===== src/rtl/fetch_prefetch_queue.sv =====
// Instruction fetch front end: one outstanding read on port A, in-order prefetch FIFO toward decode.
// Optional performance counters are built when FETCH_PERF_CNT_EN is defined.
module fetch_prefetch_queue #(
    parameter int unsigned DEPTH    = 4,
    parameter logic [31:0] RESET_PC = 32'h4000_0060
) (
    input  logic        clk,
    input  logic        rst_n,
    output logic [31:0] address_a,
    output logic        read_a,
    input  logic        resp_a,
    input  logic [31:0] rdata_a,
    output logic        instr_valid,
    output logic [31:0] instr_rdata,
    output logic [31:0] instr_pc,
    input  logic        instr_ready,
    input  logic        redirect_valid,
    input  logic [31:0] redirect_pc,
    output logic [31:0] perf_fetch_cnt,
    output logic [31:0] perf_discard_cnt
);
    localparam int unsigned PTR_W = $clog2(DEPTH);
    localparam int unsigned CNT_W = PTR_W + 1;
    localparam logic [CNT_W-1:0] DEPTH_C = CNT_W'(DEPTH);

    // bit 0 is the request-outstanding flag, bit 1 marks a response that must be dropped
    typedef enum logic [1:0] {
        ST_IDLE  = 2'b00,
        ST_WAIT  = 2'b01,
        ST_DRAIN = 2'b11
    } state_t;

    state_t           state_r;
    state_t           state_next_s;
    logic [31:0]      fetch_pc_r;
    logic [31:0]      fetch_pc_next_s;
    logic [31:0]      fifo_pc_r   [DEPTH];
    logic [31:0]      fifo_data_r [DEPTH];
    logic [PTR_W-1:0] wr_ptr_r;
    logic [PTR_W-1:0] rd_ptr_r;
    logic [CNT_W-1:0] count_r;
    logic             req_s;
    logic             push_s;
    logic             pop_s;
    logic             discard_s;

    assign req_s       = state_r[0];
    assign read_a      = req_s & ~resp_a;
    assign address_a   = {fetch_pc_r[31:2], 2'b00};
    assign instr_valid = (count_r != {CNT_W{1'b0}});
    assign instr_pc    = fifo_pc_r[rd_ptr_r];
    assign instr_rdata = fifo_data_r[rd_ptr_r];
    assign pop_s       = instr_valid & instr_ready & ~redirect_valid;

    // Request state register
    always_ff @(posedge clk or negedge rst_n) begin
        if (!rst_n) begin
            state_r <= ST_IDLE;
        end else begin
            state_r <= state_next_s;
        end
    end

    // Next request state plus push/discard decode; a redirect turns any response into a discard
    always_comb begin
        state_next_s = state_r;
        push_s       = 1'b0;
        discard_s    = 1'b0;
        case (state_r)
            ST_IDLE: begin
                if (redirect_valid) begin
                    state_next_s = ST_IDLE;
                end else if (count_r < DEPTH_C) begin
                    state_next_s = ST_WAIT;
                end else begin
                    state_next_s = ST_IDLE;
                end
            end
            ST_WAIT: begin
                if (resp_a) begin
                    state_next_s = ST_IDLE;
                    if (redirect_valid) begin
                        discard_s = 1'b1;
                    end else begin
                        push_s = 1'b1;
                    end
                end else if (redirect_valid) begin
                    state_next_s = ST_DRAIN;
                end else begin
                    state_next_s = ST_WAIT;
                end
            end
            ST_DRAIN: begin
                if (resp_a) begin
                    state_next_s = ST_IDLE;
                    discard_s    = 1'b1;
                end else begin
                    state_next_s = ST_DRAIN;
                end
            end
            default: begin
                state_next_s = ST_IDLE;
            end
        endcase
    end

    // Fetch address: redirect wins, otherwise advance one word per accepted response
    always_comb begin
        if (redirect_valid) begin
            fetch_pc_next_s = {redirect_pc[31:2], 2'b00};
        end else if (push_s) begin
            fetch_pc_next_s = fetch_pc_r + 32'd4;
        end else begin
            fetch_pc_next_s = fetch_pc_r;
        end
    end

    // Fetch address register
    always_ff @(posedge clk or negedge rst_n) begin
        if (!rst_n) begin
            fetch_pc_r <= {RESET_PC[31:2], 2'b00};
        end else begin
            fetch_pc_r <= fetch_pc_next_s;
        end
    end

    // FIFO pointers and occupancy; a redirect empties the queue and drops a same-cycle pop
    always_ff @(posedge clk or negedge rst_n) begin
        if (!rst_n) begin
            wr_ptr_r <= {PTR_W{1'b0}};
            rd_ptr_r <= {PTR_W{1'b0}};
            count_r  <= {CNT_W{1'b0}};
        end else if (redirect_valid) begin
            wr_ptr_r <= {PTR_W{1'b0}};
            rd_ptr_r <= {PTR_W{1'b0}};
            count_r  <= {CNT_W{1'b0}};
        end else begin
            if (push_s) begin
                wr_ptr_r <= wr_ptr_r + PTR_W'(1);
            end
            if (pop_s) begin
                rd_ptr_r <= rd_ptr_r + PTR_W'(1);
            end
            case ({push_s, pop_s})
                2'b10:   count_r <= count_r + CNT_W'(1);
                2'b01:   count_r <= count_r - CNT_W'(1);
                default: count_r <= count_r;
            endcase
        end
    end

    // FIFO storage; contents are only observed through count, so no reset is needed
    always_ff @(posedge clk) begin
        if (push_s) begin
            fifo_pc_r[wr_ptr_r]   <= fetch_pc_r;
            fifo_data_r[wr_ptr_r] <= rdata_a;
        end
    end

`ifdef FETCH_PERF_CNT_EN
    logic [31:0] perf_fetch_r;
    logic [31:0] perf_discard_r;
    logic        unused_s;

    assign unused_s         = ^redirect_pc[1:0];
    assign perf_fetch_cnt   = perf_fetch_r;
    assign perf_discard_cnt = perf_discard_r;

    // Free-running wrap-around event counters
    always_ff @(posedge clk or negedge rst_n) begin
        if (!rst_n) begin
            perf_fetch_r   <= 32'h0;
            perf_discard_r <= 32'h0;
        end else begin
            if (push_s) begin
                perf_fetch_r <= perf_fetch_r + 32'd1;
            end
            if (discard_s) begin
                perf_discard_r <= perf_discard_r + 32'd1;
            end
        end
    end
`else
    logic unused_s;

    assign unused_s         = ^{redirect_pc[1:0], discard_s};
    assign perf_fetch_cnt   = 32'h0;
    assign perf_discard_cnt = 32'h0;
`endif

endmodule


===== config.mk =====
export PLATFORM = sky130hd
export DESIGN_NAME = fetch_prefetch_queue
export DESIGN_NICKNAME = d
export VERILOG_FILES = /design/src/rtl/fetch_prefetch_queue.sv
export SDC_FILE = /design/constraint.sdc
export NUM_CORES = 1
export LEC_CHECK = 0
export ABC_AREA = 1
export CAP_MARGIN = 5
export CORE_MARGIN = 2
export CORE_UTILIZATION = 50
export CTS_CLUSTER_DIAMETER = 50
export DETAILED_ROUTE_END_ITERATION = 10
export PLACE_DENSITY = 0.77
export RECOVER_POWER = 100
export SLEW_MARGIN = 40
export SYNTH_ARGS = -nofsm -noshare
export SYNTH_HDL_FRONTEND = slang
export SYNTH_SLANG_ARGS = --single-unit
export TNS_END_PERCENT = 10

===== constraint.sdc =====
create_clock -name clk -period 4.3 [get_ports clk]
set_input_delay 0.645 -clock clk [delete_from_list [all_inputs] [get_ports clk]]
set_output_delay 0.645 -clock clk [all_outputs]
set_load 0.005 [all_outputs]

**After elaboration in Yosys (flattened, before gate mapping)**

Memories as Yosys holds them, arrays and structs flattened.
Index checks and enable logic that the tools add are counted.

- Input port bits: 69
- Memory bits (writable): 256
- Flip-flop bits (word level): 41
- Latch bits: 0
- Output and inout bits: 162
- ROM bits: 0
- Memories: 2

Memory list:

| name | depth | width | rd ports | clocked after Yosys merged registers in | wr ports | line | RTL |
|---|---|---|---|---|---|---|---|
| fifo_data_r | 4 | 32 | 1 | 0 | 1 | 38 | `logic [31:0] fifo_data_r [DEPTH];` |
| fifo_pc_r | 4 | 32 | 1 | 0 | 1 | 37 | `logic [31:0] fifo_pc_r [DEPTH];` |

- Equality and inequality tests: 4
- $add $sub $neg: 5
- Divide/modulo/power cells: 0
- Reductions and logical operators: 5
- Bitwise operators: 5
- Shifts and indexed selects: 0
- Muxes and demuxes: 19
- Magnitude comparators: 1
- Multiply operators: 0

Operators with widths:

| cell | number |
|---|---|
| two-way mux 32 bit | 2 |
| adder 32 x 3 -> 32 bit (second input constant) | 1 |
| two-way mux 2 bit | 7 |
| two-way mux 1 bit | 7 |
| one-hot mux 2 bit (3 select lines) | 1 |
| one-hot mux 3 bit (2 select lines) | 1 |
| nonzero test 3 bit | 2 |
| adder 2 x 1 -> 2 bit (second input constant) | 2 |
| == test 2 x 1 -> 1 bit (second input constant) | 2 |
| == test 2 bit (second input constant) | 2 |
| nonzero test 2 bit | 2 |
| adder 3 x 1 -> 3 bit (second input constant) | 1 |
| AND 1 bit | 3 |
| < comparator 3 bit (second input constant) | 1 |
| two-way mux 3 bit | 1 |
| subtractor 3 x 1 -> 3 bit (second input constant) | 1 |
| zero test 2 bit | 1 |
| inverter 1 bit | 2 |

**Longest topological paths before layout**

Gate-level depths: netlist (run 1).

- Depth after elaboration: 6
- Mapped depth: 11
- Gate-level depth less buffers: 11

**Least setup slack after synthesis (run 1)**

OpenSTA, ideal clock, no wires.

- Path type: in2reg
- Start: input redirect_valid
- End: memory fifo_data_r[0][0], enable pin
- Arrival: 3,678 ps
- Slack: 140 ps
- Stages on the path: 4
- Required time: 3,818 ps
- Setup time: 482 ps
- Path through: nor2_2 -> nand3_2 -> buf_2 -> nor2_1

- Word-level cells in the longest chain between the ends: 5

Ends and longest elaborated chain:

| what | line | RTL |
|---|---|---|
| start: declaration | 17 | `input logic redirect_valid,` |
| two-way mux 1 bit | 82 | `if (redirect_valid) begin` |
| two-way mux 1 bit | 80 | `if (resp_a) begin` |
| two-way mux 1 bit | 69 | `case (state_r)` |
| two-way mux 1 bit | 154 | `if (push_s) begin` |
| two-way mux 1 bit (implied by the code) | 156 | `fifo_data_r[wr_ptr_r] <= rdata_a;` |
| end: declaration | 38 |  |

No other way between the ends.

**Final worst setup path (run 1)**

- Start: register rd_ptr_r[0]
- End: output instr_pc[11]

- Word-level cells in the longest chain between the ends: 1

Ends and longest elaborated chain:

| what | line | RTL |
|---|---|---|
| start: declaration | 40 | `logic [PTR_W-1:0] rd_ptr_r;` |
| start signal: assignment | 131 | `rd_ptr_r <= {PTR_W{1'b0}};` |
| start signal: assignment | 135 | `rd_ptr_r <= {PTR_W{1'b0}};` |
| start signal: assignment | 142 | `rd_ptr_r <= rd_ptr_r + PTR_W'(1);` |
| memory (4 x 32 bit) | - |  |
| end: declaration | 15 | `output logic [31:0] instr_pc,` |

No other way between the ends.

==> qor.txt, run 1 <==
Outcome = complete, but fails checks
Violated checks = capacitance limit, slew limit
GR peak layer = met2
Final total negative setup slack = 0 ps
Source-to-sink clock delay at the later pin of the worst-skew pair = 540 ps
Number of enable-type register cells in the synthesized netlist = 248
Mux contribution to synthesized area = 0
Synth area leader = sky130_fd_sc_hd__edfxtp_1
Number of vias after detailed routing = 8,548
Count of buffers inserted at the top-level ports = 160
Non-filler instance count after layout = 1,606
Fraction of layout instances using a drive strength above 1 = 0.0593
Synthesized area divided by synthesized cell count = 11.2 µm²
Met3 Usage GRT = 0.0336
Via/cell ratio = 5.32
Unrepaired setup endpoints after global routing = no
Seq/Total Area, Yosys = 0.682
Most frequently used cell type in the post-synthesis netlist = sky130_fd_sc_hd__edfxtp_1
DP Cell Count = 1,549
Overall die area = 26,000 µm²
Hold Buf Count CTS = 0
Worst EP arrival = 3160 ps
Top cells by count, synth = 248 x sky130_fd_sc_hd__edfxtp_1, 181 x sky130_fd_sc_hd__nor2_1, 176 x sky130_fd_sc_hd__nand2_1, 136 x sky130_fd_sc_hd__o21ai_0, 68 x sky130_fd_sc_hd__buf_4
Setup repair bufs after CTS = 0
Number of cell rows = 57
Share of power burned in the clock network = 0.330
Clock root cell = sky130_fd_sc_hd__clkbuf_16
Vias in the first global route = 8,264
Leak Pwr = 5.52 nW
Cell-internal power = 5.53 mW
Routability cong. = 0.883
Final Max Tran Viols = 116
Post-Place Cell Area = 14,100 µm²
Top cell type's share of synthesized area = 0.602
Antenna-violating nets left = 0
Max-cap violations = 5
First-pass GRT wire length = 42,700 µm
Gate power share = 0.219
Post-DP HPWL = 16,700 µm
Setup skew after layout = 9.17 ps
Post-CTS resize count = 0
Remaining routing DRC violations = 0
Cells after Synth = 1,101
Overall fraction of global-route tracks in use = 0.207
Drt first-iter violations = 713
Timing-limited maximum frequency = 0.263 GHz
Combined flip-flop and latch cell area = 8430 µm²
Type of element capturing the critical path = output port
Slew at the pin closest to its max-slew limit = 2300 ps
Period Utilization, post-route = 0.886
IO Count = 231
Clock tree from TritonCTS = done
Hold slack final = 536 ps
Detailed-router iteration count before antenna repair = 5
Final nets = 1,333
Switching share of power = 0.287
Worst rel slew slack = -0.541
Number of diodes = 0
Cell area after synthesis = 12,400 µm²
Worst Setup Start Kind = flip-flop
Initial antenna violation count = 0
P per Cell Area = 515 nW/µm²
Total global routing overflow = 0
Number of distinct standard cells referenced by the synthesized netlist = 33
Area of the placeable core = 24,300 µm²
Final routed wirelength across all metal layers = 27,400 µm
Area growth, synth to finish = 21.9%
Area of all placed cells without fillers = 15,100 µm²
CTS sink count = 287
Maximum VDD drop = 0.289 mV
Top area cells in the synthesized netlist = sky130_fd_sc_hd__edfxtp_1 60%, sky130_fd_sc_hd__dfrtp_1 7.3%, sky130_fd_sc_hd__o21ai_0 5.5%
Proportion of register bits with asynchronous set or reset after synthesis = 0.136
Adder-cell share of the synthesized area = 0.00668
Die width = 161 µm
Clock transition at the registers of the reported paths = 60 ps
GRT met2 Usage = 0.361
Crit path required time = 3650 ps
Largest net degree at the start of global routing = 92
Part of the power in registers = 0.451
Maximum root-to-sink buffer count = 3
FF+latch count, synth = 287
Synthesis Warnings = 0
Chip Height = 161 µm
Final Hold Viols = 0
Category of the critical setup timing path = reg2out
Util after Layout = 0.619
Min cycle time layout = 3810 ps
Classification of the worst-slack hold path = reg2reg
Net switching power figure = 2.23 mW
Starting density of the core = 0.508
Crit path max fanout = 55
Post-synthesis compound-gate area fraction = 0.104
Dominant synthesized flop cell = sky130_fd_sc_hd__edfxtp_1
Dominant combinational cell family by area after synthesis = simple AND/OR/NAND/NOR gates
Area of the multi-input gates = 3260 µm²
Count of fill cells added during filler insertion = 1,929
Simple-gate share of the synthesized area = 0.127
Final setup violation count = 0
Maximum level of the CTS H-tree = 1
Number of buffers created by CTS = 31
Area share of xor/xnor cells in the synthesized design = 0.00638
Global-route met1 utilization = 0.272
Average wire length per cell after detail routing = 17.1 µm
-- final timing paths --
path,start,to,slack [ps],depth (start not counted)
worst min-delay path,count_r[2]$_DFFE_PN0P_,state_r[0]$_DFF_PN0_,540,1
worst max register to register,state_r[1]$_DFF_PN0_,fifo_pc_r[2][28]$_DFFE_PP_,980,4
worst min register to register,count_r[2]$_DFFE_PN0P_,state_r[0]$_DFF_PN0_,540,1
max in group asynchronous,rst_n,rd_ptr_r[0]$_DFFE_PN0P_,2140,1
worst max-delay path,rd_ptr_r[0]$_DFFE_PN0P_,instr_pc[11],490,4
min in group asynchronous,rst_n,fetch_pc_r[22]$_DFFE_PN0N_,740,1
-- metrics by stage --
stage / power [mW] / setup WS [ps]
after global routing: 8.13 / 349
after detailed placement: 5.40 / 996
after floorplan: 4.40 / 140
after global placement: 5.35 / 1010
final: 7.76 / 491
after CTS: 7.95 / 797
-- worst max-delay path: stages (launching register included) --
cell and delay, ps:
sky130_fd_sc_hd__dfrtp_2 980, sky130_fd_sc_hd__buf_4 530, sky130_fd_sc_hd__o21ai_0 160, sky130_fd_sc_hd__o22ai_1 260, sky130_fd_sc_hd__dlygate4sd3_1 610
-- per-layer routing --
metal  vias up  share of wire
met1      4121           0.41
met3        52          0.067
met5         -              0
li1       4024              -
met2       351           0.50
met4         0          0.020
-- cell families (layout without fill, tap and decap cells) --
group                    Yosys count  after routing
AND/OR/NAND/NOR                  395            395
adder cells (fa/ha/maj)            6              6
buffers and inverters            173            287
flip-flops                       287            287
XOR/XNOR                           9              9
AO/OA/AOI/OAI                    230            230
other                              1             68
-- area by class of cell --
class / count / share of cell area
sequential: 287 / 0.560
timing repair buffer: 173 / 0.117
tap: 324 / 0.0269
clock inverter: 21 / 0.0133
multi-input combinational: 708 / 0.216
inverter: 57 / 0.0143
clock buffer: 36 / 0.0527
-- cell usage in the layout (no fill, tap or decap), drive strengths merged, types with 28 or more instances in the layout --
master / n
nor2: 186
edfxtp: 248
conb: 68
o22ai: 64
inv: 59
nand2: 178
dlygate4sd3: 122
clkdlybuf4s50: 37
clkbuf: 38
o21ai: 145
nand3: 28
dfrtp: 36
-- power groups by stage --
stage	combinational (mW)	sequential, mW	clock (mW)
final	1.70	3.50	2.56
after CTS	1.85	3.50	2.60
after global routing	1.88	3.53	2.71
after floorplan	0.955	3.45	0
after detailed placement	1.84	3.56	0
after global placement	1.80	3.55	0
-- state kept, by name, summed over array words and instances, names as in the netlist --
name,count
count_r,3
fetch_pc_r,30
fifo_data_r,128
fifo_pc_r,120
rd_ptr_r,2
state_r,2
wr_ptr_r,2
Note: power is estimated with default switching activity, not from simulation.
==> run 2: changes to the inputs <==
Settings changed: CTS_BUF_LIST from default to sky130_fd_sc_hd__clkbuf_2 sky130_fd_sc_hd__clkbuf_4 sky130_fd_sc_hd__clkbuf_8.
==> qor.txt, run 2 (same netlist as run 1, synthesis figures left out) <==
Final nets = 1,348
Share of power burned in the clock network = 0.322
Clock root cell = sky130_fd_sc_hd__clkbuf_8
Unrepaired setup endpoints after global routing = no
Final Max Tran Viols = 95
Overall die area = 26,000 µm²
Type of element capturing the critical path = output port
Area of all placed cells without fillers = 15,000 µm²
Initial antenna violation count = 0
Total global routing overflow = 0
Area of the placeable core = 24,300 µm²
Util after Layout = 0.618
Final Hold Viols = 0
Part of the power in registers = 0.456
Most frequent standard cell in the layout excluding fill and tap cells = sky130_fd_sc_hd__edfxtp_1
Timing-limited maximum frequency = 0.262 GHz
Vias in the first global route = 8,289
Worst path setup slack after routing = 490 ps
Final total negative setup slack = 0 ps
Crit path max fanout = 55
Violated checks = capacitance limit, slew limit
Outcome = complete, but fails checks
Post-CTS resize count = 0
Clock transition at the registers of the reported paths = 60 ps
Worst rel slew slack = -0.451
Fraction of layout instances using a drive strength above 1 = 0.0819
Post-DP HPWL = 16,700 µm
Average wire length per cell after detail routing = 17.0 µm
Maximum level of the CTS H-tree = 2
Remaining routing DRC violations = 0
Overall fraction of global-route tracks in use = 0.209
Final routed wirelength across all metal layers = 27,800 µm
First-pass GRT wire length = 42,800 µm
Maximum root-to-sink buffer count = 3
Maximum VDD drop = 0.266 mV
Max FFs per register = 128
Commonest non-fill, non-tap cells in the layout = 248 x sky130_fd_sc_hd__edfxtp_1, 180 x sky130_fd_sc_hd__nor2_1, 176 x sky130_fd_sc_hd__nand2_1
Top flop regs = fifo_data_r: 128 flops, fifo_pc_r: 120 flops, fetch_pc_r: 30 flops
Crit path required time = 3650 ps
Drt first-iter violations = 688
Category of the critical setup timing path = reg2out
Post-Place Cell Area = 14,100 µm²
Max-cap violations = 4
Hold Buf Count CTS = 0
Final setup violation count = 0
Cell-internal power = 5.43 mW
Via/cell ratio = 5.33
Area of the multi-input gates = 3260 µm²
Die width = 161 µm
Number of diodes = 0
Chip Height = 161 µm
Leak Pwr = 5.54 nW
Source-to-sink clock delay at the later pin of the worst-skew pair = 550 ps
Classification of the worst-slack hold path = reg2reg
CTS sink count = 287
Routability cong. = 0.883
Number of buffers created by CTS = 46
Setup repair bufs after CTS = 0
Min cycle time layout = 3810 ps
Gate power share = 0.222
Net switching power figure = 2.25 mW
Number of vias after detailed routing = 8,688
Worst EP arrival = 3160 ps
Setup skew after layout = 18.4 ps
Combined flip-flop and latch cell area = 8430 µm²
Most flops, register = fifo_data_r
Largest net degree at the start of global routing = 92
Slew at the pin closest to its max-slew limit = 2180 ps
IO Count = 231
Starting density of the core = 0.508
Post-placement worst setup slack = 996 ps
P per Cell Area = 510 nW/µm²
Count of fill cells added during filler insertion = 1,906
Count of buffers inserted at the top-level ports = 160
Clock tree from TritonCTS = done
Antenna-violating nets left = 0
Number of cell rows = 57
Period Utilization, post-route = 0.886
Switching share of power = 0.293
Detailed-router iteration count before antenna repair = 5
Area growth, synth to finish = 21.7%
Worst Setup Start Kind = flip-flop
[run 2: layout make-up]
type	count	share of cell area
flip-flops and latches	287	0.560
multi-input cells	708	0.217
repair buffers	173	0.116
clock buffers	59	0.0502
well taps	324	0.0270
clock inverters	23	0.0152
inverters	57	0.0143
[run 2: path summary, 6_finish.rpt]
| path | startpoint | end | slack [ps] | cells after the start |
|---|---|---|---|---|
| min reg2reg | count_r[2]$_DFFE_PN0P_ | state_r[0]$_DFF_PN0_ | 540 | 1 |
| max | rd_ptr_r[0]$_DFFE_PN0P_ | instr_pc[11] | 490 | 4 |
| min | count_r[2]$_DFFE_PN0P_ | state_r[0]$_DFF_PN0_ | 540 | 1 |
| max in group asynchronous | rst_n | rd_ptr_r[1]$_DFFE_PN0P_ | 2150 | 1 |
| max reg2reg | state_r[1]$_DFF_PN0_ | fifo_data_r[1][2]$_DFFE_PP_ | 880 | 4 |
| min in group asynchronous | rst_n | fetch_pc_r[24]$_DFFE_PN0N_ | 730 | 1 |
[run 2: worst max-delay path, stage by stage, from the launching register on]
cell and delay, ps:
sky130_fd_sc_hd__dfrtp_2 990, sky130_fd_sc_hd__buf_4 530, sky130_fd_sc_hd__o21ai_0 160, sky130_fd_sc_hd__o22ai_1 270
sky130_fd_sc_hd__dlygate4sd3_1 610
[run 2: power groups by stage]
stage | combinational [mW] | sequential [mW] | clock (mW)
6_report | 1.70 | 3.50 | 2.47
2_1_floorplan | 0.955 | 3.45 | 0
5_1_grt | 1.88 | 3.53 | 2.61
3_5_place_dp | 1.84 | 3.56 | 0
3_3_place_gp | 1.80 | 3.55 | 0
4_1_cts | 1.85 | 3.50 | 2.51
[run 2: per-layer routing]
| metal | vias to the layer above | GRT usage | part of all wire |
|---|---|---|---|
| met5 | - | 0 | 0 |
| met4 | 0 | 0.0787 | 0.027 |
| met3 | 63 | 0.0370 | 0.065 |
| met2 | 366 | 0.356 | 0.49 |
| met1 | 4209 | 0.271 | 0.42 |
| li1 | 4050 | - | - |
[run 2: per-stage QoR]
stage / cells / hold slack (ps) / total power [mW]
detailed placement: 1549 / 531 / 5.40
global route: 1631 / 563 / 8.02
floorplan: 1168 / 349 / 4.40
global placement: 1549 / 533 / 5.35
CTS: 1631 / 110 / 7.87
finish: 1631 / 537 / 7.68
==> run 3: changes to the inputs <==
Settings changed: CTS_CLUSTER_DIAMETER 50 to 150.
==> results of run 3 <==
Same layout as run 2: the final DEF is identical, and so are final timing and power.
